File: config.mk
export PLATFORM = sky130hd
export DESIGN_NAME = cvxif_coproc_responder_flat
export DESIGN_NICKNAME = d
export VERILOG_FILES = /design/src/rtl/cvxif_rsp_pkg.sv /design/src/rtl/cvxif_coproc_responder_if.sv /design/src/rtl/cvxif_rsp_decoder.sv /design/src/rtl/cvxif_coproc_responder.sv /design/src/flat_wrapper.sv
export SDC_FILE = /design/constraint.sdc
export NUM_CORES = 1
export LEC_CHECK = 0
export CAP_MARGIN = 20
export CORE_AREA = 2 2 197 199
export DETAILED_ROUTE_END_ITERATION = 10
export DIE_AREA = 0 0 199 201
export PLACE_DENSITY_LB_ADDON = 0.15
export SLEW_MARGIN = 0
export SYNTH_ARGS = -nofsm -noshare
export SYNTH_HDL_FRONTEND = slang
export SYNTH_SLANG_ARGS = --single-unit
File: constraint.sdc
create_clock -name clk_i -period 10.5 [get_ports clk_i]
set_clock_uncertainty 0.05 [all_clocks]
set_input_delay 1.05 -clock clk_i [delete_from_list [all_inputs] [get_ports clk_i]]
set_output_delay 1.05 -clock clk_i [all_outputs]
set_load 0.02 [all_outputs]
File: src/rtl/cvxif_rsp_pkg.sv
// cvxif_rsp_pkg -- shared types for the CV-X-IF coprocessor responder.
//   OPCODE_CUSTOM3 : major opcode claimed by this coprocessor
//   funct3_e       : custom-3 operations (CADD/CSUB/CXOR/CNOP)
//   entry_t        : one pending-instruction queue slot
// entry_t is sized by XLEN_DEF/ID_W_DEF; the top's XLEN/IdWidth parameters
// default to these and must be kept equal to them.
package cvxif_rsp_pkg;

  localparam int unsigned XLEN_DEF = 64;
  localparam int unsigned ID_W_DEF = 3;

  localparam logic [6:0] OPCODE_CUSTOM3 = 7'h7B;
  localparam logic [6:0] FUNCT7_BASE    = 7'h00;

  typedef enum logic [2:0] {
    CADD = 3'b000,
    CSUB = 3'b001,
    CXOR = 3'b010,
    CNOP = 3'b011
  } funct3_e;

  // wb: operation produces a result (not CNOP); we: wb and rd != x0
  typedef struct packed {
    logic [ID_W_DEF-1:0] id;
    logic [4:0]          rd;
    logic                wb;
    logic                we;
    logic [XLEN_DEF-1:0] data;
    logic                committed;
    logic                killed;
  } entry_t;

endpackage

File: src/rtl/cvxif_coproc_responder_if.sv
// cvxif_coproc_responder_if -- issue / commit / result channels between the
// core (master modport) and the coprocessor responder (slave modport).
//   issue_*  : offload request with operands, accept/writeback answer
//   commit_* : retire or kill message for an outstanding id
//   result_* : in-order valid/ready result channel back to the core
interface cvxif_coproc_responder_if #(
  parameter int unsigned XLEN    = 64,
  parameter int unsigned IdWidth = 3
);

  logic               issue_valid_i;
  logic               issue_ready_o;
  logic [31:0]        issue_instr_i;
  logic [IdWidth-1:0] issue_id_i;
  logic [XLEN-1:0]    issue_rs1_i;
  logic [XLEN-1:0]    issue_rs2_i;
  logic               issue_accept_o;
  logic               issue_writeback_o;
  logic               commit_valid_i;
  logic [IdWidth-1:0] commit_id_i;
  logic               commit_kill_i;
  logic               result_valid_o;
  logic               result_ready_i;
  logic [IdWidth-1:0] result_id_o;
  logic [XLEN-1:0]    result_data_o;
  logic [4:0]         result_rd_o;
  logic               result_we_o;

  modport master (
    output issue_valid_i, issue_instr_i, issue_id_i, issue_rs1_i, issue_rs2_i,
           commit_valid_i, commit_id_i, commit_kill_i, result_ready_i,
    input  issue_ready_o, issue_accept_o, issue_writeback_o,
           result_valid_o, result_id_o, result_data_o, result_rd_o, result_we_o
  );

  modport slave (
    input  issue_valid_i, issue_instr_i, issue_id_i, issue_rs1_i, issue_rs2_i,
           commit_valid_i, commit_id_i, commit_kill_i, result_ready_i,
    output issue_ready_o, issue_accept_o, issue_writeback_o,
           result_valid_o, result_id_o, result_data_o, result_rd_o, result_we_o
  );

endinterface

File: src/rtl/cvxif_rsp_decoder.sv
// cvxif_rsp_decoder -- combinational custom-3 decode and ALU.
//   instr_i      : instruction word
//   rs1_i/rs2_i  : source operands
//   accept_o     : instruction belongs to this coprocessor
//   writeback_o  : accepted instruction writes rd (all but CNOP)
//   rd_o         : destination register field
//   data_o       : result, arithmetic modulo 2^XLEN
module cvxif_rsp_decoder
  import cvxif_rsp_pkg::*;
#(
  parameter int unsigned XLEN = 64
) (
  input  logic [31:0]     instr_i,
  input  logic [XLEN-1:0] rs1_i,
  input  logic [XLEN-1:0] rs2_i,
  output logic            accept_o,
  output logic            writeback_o,
  output logic [4:0]      rd_o,
  output logic [XLEN-1:0] data_o
);

  funct3_e f3_s;
  logic    unused_rs_fields_s;

  // register-index fields are irrelevant: operands arrive by value
  assign unused_rs_fields_s = ^instr_i[24:15];
  assign rd_o               = instr_i[11:7];

  // Decode opcode/funct7/funct3 and compute the result in one pass.
  always_comb begin
    accept_o    = 1'b0;
    writeback_o = 1'b0;
    data_o      = '0;
    f3_s        = funct3_e'(instr_i[14:12]);
    if ((instr_i[6:0] == OPCODE_CUSTOM3) && (instr_i[31:25] == FUNCT7_BASE)) begin
      case (f3_s)
        CADD: begin
          accept_o    = 1'b1;
          writeback_o = 1'b1;
          data_o      = rs1_i + rs2_i;
        end
        CSUB: begin
          accept_o    = 1'b1;
          writeback_o = 1'b1;
          data_o      = rs1_i - rs2_i;
        end
        CXOR: begin
          accept_o    = 1'b1;
          writeback_o = 1'b1;
          data_o      = rs1_i ^ rs2_i;
        end
        CNOP: begin
          accept_o    = 1'b1;
          writeback_o = 1'b0;
        end
        default: begin
          accept_o    = 1'b0;
          writeback_o = 1'b0;
        end
      endcase
    end else begin
      accept_o = 1'b0;
    end
  end

endmodule

File: src/rtl/cvxif_coproc_responder.sv
// cvxif_coproc_responder -- CV-X-IF responder: decodes custom-3 at issue,
// keeps results in an in-order queue until commit/kill, returns them in
// issue order on the result channel.
//   clk_i, rst_i : clock, asynchronous active-high reset
//   bus          : cvxif_coproc_responder_if.slave (issue/commit/result)
//   perf_accepted_o, perf_killed_o : present only with CVXIF_RSP_PERF_EN,
//                  wrapping counts of accepted issues and killed entries
module cvxif_coproc_responder
  import cvxif_rsp_pkg::*;
#(
  parameter int unsigned XLEN      = XLEN_DEF,
  parameter int unsigned NrEntries = 4,
  parameter int unsigned IdWidth   = ID_W_DEF
) (
  input  logic clk_i,
  input  logic rst_i,
  cvxif_coproc_responder_if.slave bus
`ifdef CVXIF_RSP_PERF_EN
  ,
  output logic [31:0] perf_accepted_o,
  output logic [31:0] perf_killed_o
`endif
);

  localparam int unsigned PtrW = $clog2(NrEntries);
  localparam int unsigned CntW = PtrW + 1;

  entry_t [NrEntries-1:0] q_q, q_d;
  logic   [PtrW-1:0]      head_q, head_d, tail_q, tail_d;
  logic   [CntW-1:0]      count_q, count_d;

  logic            dec_accept_s, dec_wb_s;
  logic [4:0]      dec_rd_s;
  logic [XLEN-1:0] dec_data_s;
  logic            issue_ready_s, push_s, pop_s, hit_s, kill_hit_s, res_valid_s;
  logic [PtrW-1:0] hit_idx_s, idx_s;
  entry_t          head_e_s, new_e_s;

  cvxif_rsp_decoder #(.XLEN(XLEN)) u_dec (
    .instr_i     (bus.issue_instr_i),
    .rs1_i       (bus.issue_rs1_i),
    .rs2_i       (bus.issue_rs2_i),
    .accept_o    (dec_accept_s),
    .writeback_o (dec_wb_s),
    .rd_o        (dec_rd_s),
    .data_o      (dec_data_s)
  );

  // ready is from the registered count only: a same-cycle pop does not free a slot
  assign issue_ready_s          = (count_q < CntW'(NrEntries));
  assign bus.issue_ready_o      = issue_ready_s;
  assign bus.issue_accept_o     = bus.issue_valid_i & dec_accept_s;
  assign bus.issue_writeback_o  = bus.issue_valid_i & dec_accept_s & dec_wb_s;

  assign head_e_s    = q_q[head_q];
  assign res_valid_s = (count_q != '0) & head_e_s.committed & ~head_e_s.killed & head_e_s.wb;

  assign bus.result_valid_o = res_valid_s;
  assign bus.result_id_o    = res_valid_s ? head_e_s.id   : '0;
  assign bus.result_data_o  = res_valid_s ? head_e_s.data : '0;
  assign bus.result_rd_o    = res_valid_s ? head_e_s.rd   : 5'd0;
  assign bus.result_we_o    = res_valid_s ? head_e_s.we   : 1'b0;

  // Queue next state: commit matching, head pop, tail push.
  always_comb begin
    q_d        = q_q;
    head_d     = head_q;
    tail_d     = tail_q;
    hit_s      = 1'b0;
    hit_idx_s  = '0;
    idx_s      = '0;
    push_s     = bus.issue_valid_i & issue_ready_s & dec_accept_s;
    new_e_s    = '{id: bus.issue_id_i, rd: dec_rd_s, wb: dec_wb_s,
                   we: dec_wb_s & (dec_rd_s != 5'd0), data: dec_data_s,
                   committed: 1'b0, killed: 1'b0};

    // Oldest live, still-open entry with the id; only registered entries are
    // searched, so an issue in the same cycle is never a candidate.
    for (int i = 0; i < NrEntries; i++) begin
      idx_s = head_q + PtrW'(i);
      if (!hit_s && (CntW'(i) < count_q) && (q_q[idx_s].id == bus.commit_id_i) &&
          !q_q[idx_s].committed && !q_q[idx_s].killed) begin
        hit_s     = 1'b1;
        hit_idx_s = idx_s;
      end else begin
        hit_s = hit_s;
      end
    end
    kill_hit_s = bus.commit_valid_i & hit_s & bus.commit_kill_i;

    if (bus.commit_valid_i && hit_s) begin
      if (bus.commit_kill_i) begin
        q_d[hit_idx_s].killed = 1'b1;
      end else begin
        q_d[hit_idx_s].committed = 1'b1;
      end
    end else begin
      q_d = q_d;
    end

    // Killed heads and committed CNOPs leave silently; real results wait for ready.
    pop_s = (count_q != '0) &
            (head_e_s.killed | (head_e_s.committed & (~head_e_s.wb | bus.result_ready_i)));
    if (pop_s) begin
      q_d[head_q] = '0;
      head_d      = head_q + PtrW'(1);
    end else begin
      head_d = head_q;
    end

    if (push_s) begin
      q_d[tail_q] = new_e_s;
      tail_d      = tail_q + PtrW'(1);
    end else begin
      tail_d = tail_q;
    end

    count_d = count_q + CntW'(push_s) - CntW'(pop_s);
  end

  // Queue state registers.
  always_ff @(posedge clk_i or posedge rst_i) begin
    if (rst_i) begin
      q_q     <= '0;
      head_q  <= '0;
      tail_q  <= '0;
      count_q <= '0;
    end else begin
      q_q     <= q_d;
      head_q  <= head_d;
      tail_q  <= tail_d;
      count_q <= count_d;
    end
  end

`ifdef CVXIF_RSP_PERF_EN
  logic [31:0] perf_acc_q, perf_acc_d, perf_kill_q, perf_kill_d;

  // Performance counter increments (wrap naturally at 2^32).
  always_comb begin
    perf_acc_d  = perf_acc_q + 32'(push_s);
    perf_kill_d = perf_kill_q + 32'(kill_hit_s);
  end

  // Performance counter registers.
  always_ff @(posedge clk_i or posedge rst_i) begin
    if (rst_i) begin
      perf_acc_q  <= 32'd0;
      perf_kill_q <= 32'd0;
    end else begin
      perf_acc_q  <= perf_acc_d;
      perf_kill_q <= perf_kill_d;
    end
  end

  assign perf_accepted_o = perf_acc_q;
  assign perf_killed_o   = perf_kill_q;
`else
  logic unused_kill_hit_s;
  assign unused_kill_hit_s = kill_hit_s;
`endif

endmodule

File: src/flat_wrapper.sv
// flat-port wrapper written by rule: the top's interface ports become plain ports
module cvxif_coproc_responder_flat import cvxif_rsp_pkg::*;
#(
  parameter int unsigned XLEN      = XLEN_DEF,
  parameter int unsigned NrEntries = 4,
  parameter int unsigned IdWidth   = ID_W_DEF
)
  (clk_i, rst_i, bus_issue_valid_i, bus_issue_instr_i, bus_issue_id_i, bus_issue_rs1_i, bus_issue_rs2_i, bus_commit_valid_i, bus_commit_id_i, bus_commit_kill_i, bus_result_ready_i, bus_issue_ready_o, bus_issue_accept_o, bus_issue_writeback_o, bus_result_valid_o, bus_result_id_o, bus_result_data_o, bus_result_rd_o, bus_result_we_o);
  cvxif_coproc_responder_if #(.XLEN(XLEN), .IdWidth(IdWidth)) bus_i ();
  input  logic clk_i;
  input  logic rst_i;
  input wire logic [$bits(bus_i.issue_valid_i)-1:0] bus_issue_valid_i;
  input wire logic [$bits(bus_i.issue_instr_i)-1:0] bus_issue_instr_i;
  input wire logic [$bits(bus_i.issue_id_i)-1:0] bus_issue_id_i;
  input wire logic [$bits(bus_i.issue_rs1_i)-1:0] bus_issue_rs1_i;
  input wire logic [$bits(bus_i.issue_rs2_i)-1:0] bus_issue_rs2_i;
  input wire logic [$bits(bus_i.commit_valid_i)-1:0] bus_commit_valid_i;
  input wire logic [$bits(bus_i.commit_id_i)-1:0] bus_commit_id_i;
  input wire logic [$bits(bus_i.commit_kill_i)-1:0] bus_commit_kill_i;
  input wire logic [$bits(bus_i.result_ready_i)-1:0] bus_result_ready_i;
  output wire logic [$bits(bus_i.issue_ready_o)-1:0] bus_issue_ready_o;
  output wire logic [$bits(bus_i.issue_accept_o)-1:0] bus_issue_accept_o;
  output wire logic [$bits(bus_i.issue_writeback_o)-1:0] bus_issue_writeback_o;
  output wire logic [$bits(bus_i.result_valid_o)-1:0] bus_result_valid_o;
  output wire logic [$bits(bus_i.result_id_o)-1:0] bus_result_id_o;
  output wire logic [$bits(bus_i.result_data_o)-1:0] bus_result_data_o;
  output wire logic [$bits(bus_i.result_rd_o)-1:0] bus_result_rd_o;
  output wire logic [$bits(bus_i.result_we_o)-1:0] bus_result_we_o;
  assign bus_i.issue_valid_i = bus_issue_valid_i;
  assign bus_i.issue_instr_i = bus_issue_instr_i;
  assign bus_i.issue_id_i = bus_issue_id_i;
  assign bus_i.issue_rs1_i = bus_issue_rs1_i;
  assign bus_i.issue_rs2_i = bus_issue_rs2_i;
  assign bus_i.commit_valid_i = bus_commit_valid_i;
  assign bus_i.commit_id_i = bus_commit_id_i;
  assign bus_i.commit_kill_i = bus_commit_kill_i;
  assign bus_i.result_ready_i = bus_result_ready_i;
  assign bus_issue_ready_o = bus_i.issue_ready_o;
  assign bus_issue_accept_o = bus_i.issue_accept_o;
  assign bus_issue_writeback_o = bus_i.issue_writeback_o;
  assign bus_result_valid_o = bus_i.result_valid_o;
  assign bus_result_id_o = bus_i.result_id_o;
  assign bus_result_data_o = bus_i.result_data_o;
  assign bus_result_rd_o = bus_i.result_rd_o;
  assign bus_result_we_o = bus_i.result_we_o;
  cvxif_coproc_responder #(.XLEN(XLEN), .NrEntries(NrEntries), .IdWidth(IdWidth)) u_core (.clk_i(clk_i), .rst_i(rst_i), .bus(bus_i));
endmodule
==> impl_metrics.py <==
metrics = {
    "synthesis": {
        "synthesis.nets": 2421,
        "yosysUniqueCellTypes": 74,
        "synth_seq_cells": 311,
        "synth_edf_count": 0,
        "netlist_area_sq_um": 20900,
        "yosys_warnings": 0,
        "ys_seq_area_frac": 0.373,
        "avgSynthCellArea_sq_um": 9.62,
        "synthFlopType": "dfrtp_1",
        "synthCells": 2171,
        "synth-async-reset-ratio": 1.00,
    },
    "cts": {
        "ctsHoldBuffers": 0,
        "clockBufferDepth": 3,
        "clk_pin_slew_ns": 0.06,
        "cts_resized": 0,
        "cts_setup_buffers": 0,
        "clk_latency_ns": 0.55,
        "cts_buffers": 36,
        "cts_root_buf": "clkbuf_16",
        "cts_htree_levels": 2,
        "clock-sinks": 311,
        "cts_tree": "yes",
    },
    "drt": {
        "route.detailed.drc": 0,
        "totalWireLength_mm": 69.6,
        "vias_per_cell": 6.57,
        "drtPass1Iterations": 7,
        "via_count": 18830,
        "ant_nets": 0,
        "wl_per_cell_microns": 24.3,
        "drt_iter0_markers": 1904,
    },
    "sta": {
        "rsz0062_at_grt": "no",
        "worst_slew_pin_slew_ns": 1.21,
        "finalSetupTns_ns": 0,
        "finalHoldViolations": 0,
        "hold_ws_ns": 0.425,
        "setup_ws_ns": 3.50,
        "setup_viol": 0,
        "period_minus_slack_ns": 7.00,
        "slew-limit-headroom": 0.185,
        "fmax_ghz": 0.143,
        "slew_violations": 0,
        "timing.final.crit_share": 0.667,
    },
    "job": {
        "maxCapViolations": 0,
    },
    "worst_setup_path": {
        "r2r_slack_ns": 5.73,
        "slowest_delay_ns": 0.63,
        "path_class": "input pin to flop",
        "arrival_ns": 7.32,
        "crit_path_end_kind": "flop",
        "required_ns": 10.82,
        "path_cells": "clkdlybuf4s50_1 > or4_4 > or4_1 > or3_1 > nor2_2 > nand3_2 > or4_1 > nor2_1 > a21oi_1 > xnor2_1 > ha_1 > nand4_1 > nor3_1 > nand4_1 > o21ai_0 > xnor2_1 > a22oi_1 > o21ai_0",
        "critPathLaunchType": "input pin",
        "worstPathMaxFanout": 8,
        "critPathSlowestCell": "or4_1",
    },
    "floorplanning": {
        "io_pins": 249,
        "fp.dieW_microns": 199,
        "core_sq_um": 38100,
        "initial_core_util": 0.548,
        "rows": 72,
        "die-area_sq_um": 40000,
        "die_h_microns": 201,
    },
    "power_and_ir_drop": {
        "p_leak_nw": 10.2,
        "ir_drop_v": 0.000162,
        "clockPowerShare": 0.330,
        "p_sw_w": 0.00141,
        "p_comb_frac": 0.330,
        "finalPower_w": 0.00385,
        "cellPowerDensity_nw_per_um2": 155,
        "power.share.sequential": 0.340,
        "intPower_w": 0.00244,
        "switching_share": 0.365,
    },
    "outcome": {
        "status": "finished, final reports clean",
    },
    "hold_path": {
        "hold_class": "flop to flop",
    },
    "placement": {
        "dpl_worst_slack_ns": 3.14,
        "numPortBuffers": 238,
        "place_inst": 2801,
        "gp_congestion": 0.960,
        "dpl.hpwl_mm": 47.7,
    },
    "global_route": {
        "grt_pass1_wl_mm": 107,
        "grt_overflow": 0,
        "grt_max_degree": 161,
        "antenna_found_initial": 0,
        "gr-usage-all-layers": 0.348,
        "grt_pass1_vias": 18641,
    },
    "layout": {
        "fin_cells": 2866,
        "area_growth_pct": 18.9,
        "layout.nets": 2572,
        "drive_above_1_share": 0.0860,
        "antenna_cells": 0,
    },
}
-- flip-flops by register name, indices dropped and copies added, names as in the netlist --
register / cells
u_core.tail_q: 2
u_core.q_q: 304
u_core.head_q: 2
u_core.count_q: 3
-- worst paths after layout --
kind                                         startpoint                         to  depth (start not counted)
max                                 bus_issue_rs2_i[11]  u_core.q_q[209]$_DFF_PP0_                         18
min                           u_core.q_q[249]$_DFF_PP0_  u_core.q_q[249]$_DFF_PP0_                          2
max reg2reg                u_core.head_q[1]$_DFFE_PP0P_  u_core.q_q[228]$_DFF_PP0_                         11
min reg2reg                   u_core.q_q[249]$_DFF_PP0_  u_core.q_q[249]$_DFF_PP0_                          2
max in group asynchronous                         rst_i  u_core.q_q[247]$_DFF_PP0_                          4
min in group asynchronous                         rst_i  u_core.q_q[133]$_DFF_PP0_                          2
-- Yosys cell counts (9+ instances only) --
library cell / n / share of area
a22o_1: 129 / 0.054
or4_1: 9 / 0.0032
nor2b_1: 84 / 0.025
a31oi_1: 14 / 0.0042
inv_1: 44 / 0.0079
o31ai_1: 21 / 0.0075
nand3_1: 25 / 0.0060
o21bai_1: 21 / 0.0075
xor2_1: 104 / 0.044
dfrtp_1: 311 / 0.37
xnor2_1: 78 / 0.033
nand2_1: 218 / 0.039
mux4_2: 88 / 0.095
and2_1: 14 / 0.0042
a21oi_1: 115 / 0.028
or3_1: 22 / 0.0066
ha_1: 76 / 0.046
o21a_1: 18 / 0.0065
nor3_1: 35 / 0.0084
clkbuf_1: 126 / 0.023
o221ai_1: 21 / 0.0088
a221o_1: 10 / 0.0048
nor2_1: 125 / 0.022
a211oi_1: 13 / 0.0047
a22oi_1: 63 / 0.023
a21o_1: 23 / 0.0083
nand4_1: 25 / 0.0075
o21ai_0: 195 / 0.047
buf_1: 18 / 0.0032
-- worst max-delay path: cells and delay by family --
kind | cells | cell delay (ns)
xor gates and xnor gates | 2 | 0.28
AOI/OAI and AO/OA | 4 | 1.15
and+or+nand+nor | 10 | 3.83
adders and majority gates | 1 | 0.45
buffers and inverters | 1 | 0.54
-- power by group through the flow --
| stage | clock network, W | registers [W] | logic (W) |
|---|---|---|---|
| final | 0.00127 | 0.00131 | 0.00127 |
| after global routing | 0.00133 | 0.00131 | 0.00137 |
| after CTS | 0.00128 | 0.00131 | 0.00126 |
| after detailed placement | 0 | 0.00133 | 0.00125 |
| after global placement | 0 | 0.00133 | 0.00124 |
| after floorplan | 0 | 0.00126 | 0.000897 |
-- metal layers --
layer / routed length, microns / GRT usage / vias to the layer above
li1: - / - / 8362
met1: 30100 / 0.505 / 9432
met2: 31800 / 0.535 / 929
met3: 6090 / 0.0608 / 107
met4: 1700 / 0.104 / 0
met5: 0 / 0 / -
-- through the flow --
| step | utilization | cell area (sq um) |
|---|---|---|
| after floorplan | - | 20900 |
| after global placement | 0.620 | 23600 |
| after detailed placement | 0.620 | 23600 |
| after CTS | 0.651 | 24800 |
| after global routing | 0.652 | 24800 |
| final | 0.652 | 24800 |
-- cell families after synthesis --
group                    after synthesis  share of synthesized area
AO/OA/AOI/OAI                        711                      0.231
XOR/XNOR                             183                     0.0771
adder cells (fa/ha/maj)               78                     0.0475
buffers and inverters                192                     0.0348
flip-flops                           311                      0.373
multiplexers                          97                     0.0993
AND/OR/NAND/NOR                      599                      0.138
-- cell type report --
class | instances | area [sq um]
Clock inverter | 11 | 145
Tap cell | 518 | 648
Multi-Input combinational cell | 1668 | 12400
Sequential cell | 311 | 7790
Inverter | 44 | 173
Clock buffer | 53 | 1040
Timing Repair Buffer | 261 | 2590
Fill cell | 3166 | 13300
-- placed cells by master (no fill, tap or decap), types with 9 or more instances in the layout --
cell type,n
dfrtp_1,309
o221ai_1,21
a211oi_1,13
clkbuf_1,9
a21o_1,23
a21oi_1,111
nor2b_1,84
a22oi_1,63
or3_1,22
ha_1,76
clkdlybuf4s50_1,238
inv_1,43
o21bai_1,21
nand4_1,25
nand2_1,214
nand3_1,24
a31oi_1,14
a22o_1,129
o31ai_1,21
buf_4,21
xor2_1,104
and2_1,12
o21ai_0,195
nor2_1,123
xnor2_1,78
or4_1,9
o21a_1,18
nor3_1,35
a221o_1,10
mux4_2,88
clkbuf_16,36
Note: power is estimated with default switching activity, not from simulation.
